$ cat src/rtl/led_pkg.sv
// led_pkg: shared mode encoding and pattern seeds for the LED controller
package led_pkg;
    localparam int LED_W = 8;
    typedef enum logic [1:0] {MIRROR, CHASE, BLINK, COUNT} led_mode_t;
    localparam logic [LED_W-1:0] CHASE_SEED = 8'h01;
    localparam logic [LED_W-1:0] COUNT_SEED = 8'h00;
endpackage

$ cat src/rtl/led_tick_gen.sv
// led_tick_gen: prescaler producing a one-cycle display tick every TICK_DIV clocks
module led_tick_gen #(
    parameter int unsigned TICK_DIV = 25_000_000
) (
    input  logic clk,
    input  logic rst,
    input  logic clr,
    output logic tick
);
    localparam int CW = (TICK_DIV > 1) ? $clog2(TICK_DIV) : 1;
    logic [CW-1:0] r_cnt;
    assign tick = (r_cnt == CW'(TICK_DIV - 1));
    always_ff @(posedge clk or posedge rst) begin
        if (rst)
            r_cnt <= '0;
        else if (clr || tick)
            r_cnt <= '0;
        else
            r_cnt <= r_cnt + CW'(1);
    end
endmodule

$ cat src/rtl/led_pattern_ctrl.sv
// led_pattern_ctrl: sequences the board LEDs through mirror, chase, blink and count modes
module led_pattern_ctrl
    import led_pkg::*;
#(
    parameter int unsigned TICK_DIV = 25_000_000
) (
    input  logic             clk,
    input  logic             rst,
    input  logic [LED_W-1:0] sw,
    input  logic             mode_btn,
    output logic [LED_W-1:0] led,
    output logic [1:0]       mode
);
    led_mode_t        r_mode, w_mode_nxt;
    logic [LED_W-1:0] r_pat, w_pat_nxt, r_led, w_led_nxt;
    logic             r_blink_on, w_blink_nxt, r_btn_q, w_adv, w_tick;
    assign w_adv = mode_btn & ~r_btn_q;
    assign led   = r_led;
    assign mode  = r_mode;
    led_tick_gen #(.TICK_DIV(TICK_DIV)) u_tick (
        .clk  (clk),
        .rst  (rst),
        .clr  (w_adv),
        .tick (w_tick)
    );
    always_ff @(posedge clk or posedge rst) begin
        if (rst) begin
            r_mode     <= MIRROR;
            r_pat      <= '0;
            r_blink_on <= 1'b1;
            r_btn_q    <= 1'b0;
            r_led      <= '0;
        end else begin
            r_mode     <= w_mode_nxt;
            r_pat      <= w_pat_nxt;
            r_blink_on <= w_blink_nxt;
            r_btn_q    <= mode_btn;
            r_led      <= w_led_nxt;
        end
    end
    // A mode change reseeds the pattern and discards any tick in the same cycle
    always_comb begin
        w_mode_nxt  = w_adv ? led_mode_t'(r_mode + 2'd1) : r_mode;
        w_pat_nxt   = r_pat;
        w_blink_nxt = r_blink_on;
        if (w_adv) begin
            w_pat_nxt   = (w_mode_nxt == CHASE) ? CHASE_SEED : COUNT_SEED;
            w_blink_nxt = 1'b1;
        end else if (w_tick) begin
            if (r_mode == CHASE)
                w_pat_nxt = sw[0] ? {r_pat[0], r_pat[LED_W-1:1]} : {r_pat[LED_W-2:0], r_pat[LED_W-1]};
            if (r_mode == COUNT)
                w_pat_nxt = r_pat + 8'd1;
            if (r_mode == BLINK)
                w_blink_nxt = ~r_blink_on;
        end
        w_led_nxt = (r_mode == MIRROR) ? sw :
                    (r_mode == BLINK)  ? (r_blink_on ? sw : '0) : r_pat;
    end
endmodule

$ cat config.mk
export PLATFORM = sky130hd
export DESIGN_NAME = led_pattern_ctrl
export DESIGN_NICKNAME = d
export VERILOG_FILES = /design/src/rtl/led_pkg.sv /design/src/rtl/led_tick_gen.sv /design/src/rtl/led_pattern_ctrl.sv
export SDC_FILE = /design/constraint.sdc
export NUM_CORES = 1
export LEC_CHECK = 0
export BUFFER_PORTS_ARGS = -buffer_cell sky130_fd_sc_hd__buf_2
export CAP_MARGIN = 0
export CORE_ASPECT_RATIO = 0.7
export CORE_MARGIN = 2
export CORE_UTILIZATION = 30
export CTS_BUF_LIST = sky130_fd_sc_hd__clkbuf_4 sky130_fd_sc_hd__clkbuf_8
export DETAILED_ROUTE_END_ITERATION = 8
export SLEW_MARGIN = 20
export SYNTH_ARGS = -nofsm -noshare
export SYNTH_HDL_FRONTEND = slang
export SYNTH_SLANG_ARGS = --single-unit
$ cat constraint.sdc
create_clock -name clk -period 1.99 [get_ports clk]
set_input_delay 0.199 -clock clk [delete_from_list [all_inputs] [get_ports clk]]
set_output_delay 0.199 -clock clk [all_outputs]
set_load 0.01 [all_outputs]
# [Word-level counts from Yosys, hierarchy flattened]
# Cells that the tools add are included.
[word_totals] rom_bits=0 latchBits=0 inputBits=11 ramBits=0 regBits=45 elab_cells=38 mem_count=0 out_inout_bits=10
[classes] n_lt_le_gt_ge=0 addsub=3 bitwise_logic=3 reduce_logical=7 multipliers=0 n_mux=14 shift=0 eq_ne=5 div=0
[op_table] op="$mux 8" count=8
[op_table] op="$add 25x1->25 const B" count=1
[op_table] op="$eq 25x25->1 const B" count=1
[op_table] op="$mux 25" count=1
[op_table] op="$add 8x1->8 const B" count=1
[op_table] op="$eq 2x1->1 const B" count=2
[op_table] op="$eq 2x2->1 const B" count=2
[op_table] op="$mux 1" count=4
[op_table] op="$reduce_and 2->1" count=2
[op_table] op="$reduce_bool 2->1" count=2
[op_table] op="$reduce_bool 3->1" count=1
[op_table] op="$add 2x1->2 const B" count=1
[op_table] op="$logic_not 2->1" count=1
[op_table] op="$mux 2" count=1
[op_table] op="$not 1->1" count=2
[op_table] op="$and 1x1->1" count=1
[op_table] op="$logic_or 1x1->1" count=1

# [Logic depth before layout (Yosys ltp)]
# Gate-level depths: netlist of the first run.
[depth] depth_word=6 mapped_depth=7 depth_no_buf=6

# [By module]
# Synthesis of the first run repeated with hierarchy kept, for this count alone.
[unflattened] hier_cells=250 hier_area_um2=2401.1
[by_module_without_submodules] mod="led_tick_gen" n_inst=1 cells_per_inst=139 seq_area_each_um2=625.6 area_per_inst_um2=1282.5
[by_module_without_submodules] mod="led_pattern_ctrl" n_inst=1 cells_per_inst=111 seq_area_each_um2=501.7 area_per_inst_um2=1118.6

# [Least setup slack after synthesis of the first run]
# Ideal clock, no wire load.
[synth_timing] path_type="register to register" start="register r_mode[0] (netlist: mode[0])" end="register r_pat[0]" n_path_buf=2 t_arrival_ns=1.783 period_less_slack_ns=1.915 path_slack_ns=0.075 path_stages_with_launch=8 required_time_ns=1.859 setup_ns=0.131 cell_sequence="dfrtp_1 > ha_1 > clkbuf_1 > o211a_1 > and4_1 > buf_2 > nor4b_1 > or3_1"
[synth_via] elab_chain_len=5 word_cells_on_any_way=11 cone_classes="add/sub (1); eq/ne (3); mux (5); reduce/logical (2)"
[synth_rtl] element="start: declaration" line_no="led_pattern_ctrl.sv:14" source="led_mode_t r_mode, w_mode_nxt;"
[synth_rtl] element="start signal: assignment" line_no="led_pattern_ctrl.sv:34" source="r_mode <= w_mode_nxt;"
[synth_rtl] element="$add 2x1->2" line_no="led_pattern_ctrl.sv:43" source="w_mode_nxt = w_adv ? led_mode_t'(r_mode + 2'd1) : r_mode;"
[synth_rtl] element="$mux 2" line_no="led_pattern_ctrl.sv:43"
[synth_rtl] element="$eq 2x1->1" line_no="led_pattern_ctrl.sv:47" source="w_pat_nxt = (w_mode_nxt == CHASE) ? CHASE_SEED : COUNT_SEED;"
[synth_rtl] element="$mux 1" line_no="led_pattern_ctrl.sv:47"
[synth_rtl] element="$mux 8" line_no="led_pattern_ctrl.sv:46" source="if (w_adv) begin"
[synth_rtl] element="end signal: assignment" line_no="led_pattern_ctrl.sv:35" source="r_pat <= w_pat_nxt;"
[synth_rtl] element="end: declaration" line_no="led_pattern_ctrl.sv:15" source="logic [LED_W-1:0] r_pat, w_pat_nxt, r_led, w_led_nxt;"
# Several ways; a longest one is shown, not always the timed one. The select of a mux whose other input is x is not followed.
# A chain may end at the register's enable or synchronous reset.

# [Final worst setup path of the first run]
[layout_timing] start="register u_tick.r_cnt[6]" end="register u_tick.r_cnt[23]"
[layout_via] elab_chain_len=3 word_cells_on_any_way=4 cone_classes="add/sub (1); eq/ne (1); mux (1); reduce/logical (1)"
[layout_rtl] element="start: declaration" line_no="led_tick_gen.sv:11" source="logic [CW-1:0] r_cnt;"
[layout_rtl] element="start signal: assignment" line_no="led_tick_gen.sv:19" source="r_cnt <= r_cnt + CW'(1);"
[layout_rtl] element="branches (longest 2 deep; another with $add 25x1->25)"
[layout_rtl] element="$mux 25 *" line_no="led_tick_gen.sv:16" source="else if (clr || tick)"
# Mark *: on every way between the ends.

==> results of run 1 <==
-- timing repair --
| action | CTS | global route |
|---|---|---|
| resized for setup | 0 | 1 |
| hold buffers | 1 | 0 |
| endpoints found under the hold margin | 21 | 0 |
| setup endpoints to repair | 0 | 1 |
-- flip-flops by register name, indices dropped and copies added, names as in the netlist --
register,count
u_tick.r_cnt,25
led,8
r_pat,8
mode,2
r_blink_on,1
r_btn_q,1
-- metal layers --
layer  track usage  vias to the layer above
met3        0.0219                        5
li1              -                     1032
met2         0.184                       38
met1         0.206                      973
met5             0                        -
met4        0.0512                        0
-- worst max-delay path: stages (launching register included) --
cell	delay, ns
dfrtp_1	0.47
nand4_1	0.16
or3_1	0.54
or4_4	0.53
a21oi_2	0.14
-- cell families (layout without fill, tap and decap cells) --
kind of cell | count (synthesis) | after routing | share of synthesized area
xor gates and xnor gates | 14 | 14 | 0.0490
adders and majority gates | 6 | 6 | 0.0300
buffers and inverters | 24 | 56 | 0.0435
DFF | 45 | 45 | 0.450
and+or+nand+nor | 107 | 107 | 0.231
AOI/OAI and AO/OA | 60 | 60 | 0.166
muxes | 7 | 7 | 0.0300
-- area by class of cell --
cell class	count	area, um^2
Inverter	10	37.5
Tap cell	101	126
Clock buffer	8	91.3
Fill cell	827	5080
Sequential cell	45	1130
Timing Repair Buffer	38	238
Multi-Input combinational cell	194	1270
-- power by group through the flow --
| stage | logic, uW | registers [uW] | clock network [uW] |
|---|---|---|---|
| finish | 695 | 1130 | 604 |
| floorplan | 391 | 1180 | 0 |
| global route | 784 | 1150 | 667 |
| detailed placement | 695 | 1150 | 0 |
| global placement | 695 | 1140 | 0 |
| CTS | 701 | 1130 | 628 |
-- cells in the final DEF, fill, tap and decap left out, types with 2 or more instances in the layout --
cell type  instances
a21oi_1           11
a21oi_2            2
a22o_1             8
a31o_2             5
a31oi_1            6
and2_1             3
and3_1             3
and3_2             2
and4_1             2
buf_2             20
buf_4             17
clkbuf_4           3
clkbuf_8           5
dfrtp_1           44
ha_1               6
inv_1              9
mux2_2             4
mux2i_1            3
nand2_1           26
nand2b_1           2
nand3_1           11
nand4_1            8
nor2_1            19
nor3_1             3
nor4_1             5
nor4b_1            2
o21ai_0           10
o31ai_1            8
or3_1              7
or4_1              6
or4_4              3
xnor2_1           11
xor2_1             3
-- stage by stage --
stage	area, um^2	power, uW	hold WS (ns)	setup slack (ns)	util
after floorplan	2500	1570	0.230	0.0753	-
after global placement	2790	1840	0.328	0.101	0.349
after detailed placement	2790	1840	0.330	0.0739	0.349
after CTS	2890	2460	0.0237	0.0643	0.362
after global routing	2890	2600	0.0177	0.0182	0.363
final	2890	2420	0.0283	0.0766	0.363
-- worst max path at each step --
stage / start / to / slack (ns) / cells after the start
after floorplan: mode[0] / r_pat[0] / 0.08 / 7
after global placement: u_tick.r_cnt[0] / u_tick.r_cnt[22] / 0.10 / 5
after detailed placement: u_tick.r_cnt[0] / u_tick.r_cnt[22] / 0.07 / 5
after CTS: u_tick.r_cnt[0] / u_tick.r_cnt[22] / 0.06 / 5
after global routing: u_tick.r_cnt[6] / u_tick.r_cnt[23] / 0.02 / 4
final: u_tick.r_cnt[6] / u_tick.r_cnt[23] / 0.08 / 4
==> results.yml, run 1 <==
outcome:
  outcome: "finished with violations"
  violations: "DRC"
logic_synthesis:
  synth.largest_area_cell: "dfrtp_1"
  synth.yosys.seq_area_share: 0.450
  asr_flop_ratio_synth: 1.00
  yosysUniqueCellTypes: 48
  synth_cells: 263
  edff_count_synth: 0
  postSynthRegisterBits: 45
  synthTopCellsByArea: "dfrtp_1 44%, nand2_1 3.9%, xnor2_1 3.8%"
  prevailing_post_synth_register_cell: "dfrtp_1"
  yosysWarnings: 0
  synth_most_common_cell: "dfrtp_1"
  syn_area_um2: 2500
  syn-mean-instance-area_um2: 9.52
  synth_fp_nets: 280
  yosys.area.top_type_share: 0.440
  synth_top_cells_by_count: "44 x dfrtp_1, 26 x nand2_1, 19 x nor2_1"
timing:
  rsz0062_at_grt: "false"
  hold_viol: 0
  timing.setup.tns_ns: 0
  finalMaxSlewViolations: 0
  maxClockFrequency_mhz: 523
  worst-slew-pin-transition_ns: 0.634
  timing.final.crit_share: 0.961
  timing.clock.skew_ns: 0.00532
  slew_headroom: 0.577
  setup_viol: 0
  timing.final.crit_period_ns: 1.91
detailed_routing:
  detail_route.iter0.violations: 119
  route.antenna.remaining_nets: 0
  drtPass1Iterations: 6
  total_via_count_in_the_routed_design: 2048
  total_wirelength_of_the_detailed_routed_design_um: 5750
  vias_per_cell: 5.17
  routedWlPerCell_um: 14.5
  met3_wirelength_um: 219
  topRoutingLayerUsed: "met4"
  drt_drc_violations_left: 3
  met2WireLength_um: 2290
  met1_wirelength_um: 3160
final_layout:
  layout.cells.non_filler: 396
  nNetsFinal: 311
  antenna_cells: 0
  area_growth_syn_to_layout_pct: 15.5
  post_route_cells_drive_above_1_share: 0.224
clock_network:
  insertion_delay_ns: 0.30
  clock_path_buffers: 2
  tritoncts.num_buffers: 5
  clock_tree_root_driver_cell: "clkbuf_8"
  htree_num_levels: 2
  clkSlewWorstSetupHoldPaths_ns: 0.08
  clock_sink_count: 45
  cts_tree: "built"
  cts_post_setup_buffers_inserted: 0
placed_design:
  place_congestion: 0.824
  dp_cells: 387
  io_buffers: 20
  place.detailed.hpwl_um: 4240
critical_path:
  critPathLaunchType: "flip-flop"
  critical_path.endpoint_type: "flip-flop"
  timing.reg2reg.worst_path_depth: 4
  setup.worst_path.class: "reg2reg"
  r2r_slack_ns: 0.08
  critical_path.max_fanout: 10
  critPathArrivalTime_ns: 2.15
  r2r_start: "u_tick.r_cnt[6]"
  critical_path.reg2reg.endpoint: "u_tick.r_cnt[23]"
  worst_ep_required_time_ns: 2.23
grt:
  largest_net_degree_at_the_start_of_global_routing: 31
  gr-total-overflow: 0
  grt_pass1_wl_um: 9580
  grt_pass1_vias: 1934
  track_usage: 0.134
  antenna_found_initial: 0
floorplanning:
  start_util: 0.314
  floorplan.die_area_um2: 9100
  pin_count: 21
  core_area_um2: 7970
  placement_rows: 27
  die_height_um: 80.4
  die_w_um: 113
hold_path:
  min_delay_worst_endpoint: "r_btn_q"
  min-delay-path-class: "in2reg"
  min_delay_path_depth: 1
  hold_start: "mode_btn"
power:
  power_frac_comb: 0.287
  net-switching-power_uw: 810
  vdd_drop_max_uv: 208
  power_frac_seq: 0.464
  static-leakage-power_uw: 0.00125
  netSwitchingFraction: 0.334
  p_clk_frac: 0.249
  pwr_density_cell_nw_per_um2: 838
  power.internal_uw: 1610
job:
  cap_viol_max_count: 0
No activity file was read; power rests on OpenSTA's default activity.
==> run 2, diff against run 1 <==
==> constraint.sdc (replaced) <==
create_clock -name clk -period 2.13 [get_ports clk]
set_input_delay 0.213 -clock clk [delete_from_list [all_inputs] [get_ports clk]]
set_output_delay 0.213 -clock clk [all_outputs]
set_load 0.01 [all_outputs]
==> run 2 against run 1 <==
Net effect:
- the flow still finishes with violations (DRC)
- first-iteration DRC count down 3.4%
- power up 0.78%
- die area unchanged
- highest routed layer unchanged
==> results.yml, run 2 (synthesized netlist as in run 1, its figures left out) <==
outcome:
  outcome: "finished with violations"
  violations: "DRC"
placed_design:
  place_congestion: 0.791
  place.detailed.hpwl_um: 3930
  io_buffers: 20
final_layout:
  final-seq-area_um2: 1130
  layout_commonest_cell: "dfrtp_1"
  post_route_cells_drive_above_1_share: 0.197
  multi_input_comb_area_um2: 1270
  regMostFlops: "u_tick.r_cnt"
  nNetsFinal: 300
  area_growth_syn_to_layout_pct: 14.3
  layout.cells.most_common_list: "44 x dfrtp_1, 26 x nand2_1, 20 x buf_2"
  fillCellCount: 809
  antenna_cells: 0
  max_reg_flops: 25
job:
  cap_viol_max_count: 0
critical_path:
  worstPathBufferInverterCount: 0
  critical_path.endpoint_type: "flip-flop"
  worst_path_largest_cell_delay_ns: 0.57
  setup.worst_path.class: "reg2reg"
  timing.reg2reg.worst_path_depth: 4
  r2r_slack_ns: 0.13
  timing_startpoint_of_the_critical_path: "u_tick.r_cnt[6]"
  critical_path.max_fanout: 10
  timing.critical_path.slowest_stage_cell: "or3_1"
  worst_ep_required_time_ns: 2.36
  critical_path.reg2reg.endpoint: "u_tick.r_cnt[23]"
  critPathArrivalTime_ns: 2.23
  critical_path.top_delay_family: "simple AND/OR/NAND/NOR gates"
  crit_chain: "nand4_1 > or3_1 > or4_4 > a21oi_2"
  r2r_start: "u_tick.r_cnt[6]"
  critPathLaunchType: "flip-flop"
clock_network:
  clock_tree_root_driver_cell: "clkbuf_8"
  clock_sink_count: 45
  cts_tree: "built"
  clkSlewWorstSetupHoldPaths_ns: 0.09
  clock_path_buffers: 2
  ctsHoldBuffers: 0
  htree_num_levels: 2
  tritoncts.num_buffers: 5
  insertion_delay_ns: 0.30
floorplanning:
  core_area_um2: 7970
  placement_rows: 27
  die_w_um: 113
  floorplan.die_area_um2: 9100
  die_height_um: 80.4
  pin_count: 21
  start_util: 0.314
timing:
  worst-slew-pin-transition_ns: 0.670
  setup_viol: 0
  finalMaxSlewViolations: 0
  timing.clock.skew_ns: 0.00506
  timing.setup.tns_ns: 0
  timing.final.crit_period_ns: 2.00
  slew_headroom: 0.552
  hold_slack_ns: 0.0468
  hold_viol: 0
  rsz0062_at_grt: "false"
  timing.final.crit_share: 0.939
  maxClockFrequency_mhz: 500
detailed_routing:
  route.antenna.remaining_nets: 0
  drtPass1Iterations: 6
  vias_per_cell: 5.35
  total_wirelength_of_the_detailed_routed_design_um: 5710
  detail_route.iter0.violations: 115
  drt_drc_violations_left: 3
  total_via_count_in_the_routed_design: 2059
  routedWlPerCell_um: 14.8
grt:
  grt_pass1_wl_um: 9820
  grt_pass1_vias: 1925
  track_usage: 0.135
  gr-total-overflow: 0
  largest_net_degree_at_the_start_of_global_routing: 46
  antenna_found_initial: 0
power:
  pwr_density_cell_nw_per_um2: 854
  static-leakage-power_uw: 0.00122
  total_power_uw: 2440
  vdd_drop_max_uv: 410
hold_path:
  min-delay-path-class: "in2async"
run 2: cell types whose count changed in the layout (fill, tap and decap cells not counted):
cell           delta
clkinv_2          +1
buf_4            -11
bufinv_16         +2
dlygate4sd3_1     -1
buf_12            +1
clkbuf_4          -3
run 2: worst max-delay path by stage:
| stage | cells after the start | to | slack [ns] |
|---|---|---|---|
| 3_3_place_gp | 5 | u_tick.r_cnt[22] | 0.14 |
| 3_5_place_dp | 5 | u_tick.r_cnt[22] | 0.1 |
| 6_report | 4 | u_tick.r_cnt[23] | 0.13 |
| 4_1_cts | 5 | u_tick.r_cnt[22] | 0.07 |
| 5_1_grt | 4 | u_tick.r_cnt[23] | 0.006 |
| 2_1_floorplan | 7 | r_pat[0] | 0.22 |
run 2: stage by stage:
stage,worst slack [ns],instances,util,area (um^2)
after global placement,0.137,377,0.342,2720
after global routing,0.00627,385,0.359,2860
after CTS,0.0713,385,0.358,2860
after detailed placement,0.0967,377,0.342,2720
final,0.130,385,0.359,2860
after floorplan,0.215,263,-,2500
run 2: final cells by class:
| cell class | count | area share |
|---|---|---|
| clock buffer | 5 | 0.0240 |
| timing repair buffer | 27 | 0.0577 |
| clock inverter | 3 | 0.0227 |
| tap | 101 | 0.0442 |
| inverter | 10 | 0.0131 |
| multi-input combinational | 194 | 0.444 |
| sequential | 45 | 0.394 |
run 2: per-layer routing:
layer	part of all wire	global-route usage	wire length, um
met5	0	0	0
met4	0.0077	0.0366	44
met3	0.052	0.0272	295
met2	0.40	0.187	2290
met1	0.54	0.210	3080
run 2: power breakdown:
| part | switching (uW) | internal, uW | leakage, uW |
|---|---|---|---|
| clock | 299 | 466 | 0.0000681 |
| combinational | 386 | 237 | 0.000546 |
| sequential | 85.5 | 969 | 0.000605 |
run 2: timing repair:
action                     in CTS  in global routing
setup endpoints to repair       0                  1
buffers inserted                0                  0
resized for setup               0                  1
run 2: worst register-to-register path, cell delays in order, from the launching register on:
cell,delay (ns)
dfrtp_1,0.47
nand4_1,0.23
or3_1,0.57
or4_4,0.54
a21oi_2,0.14
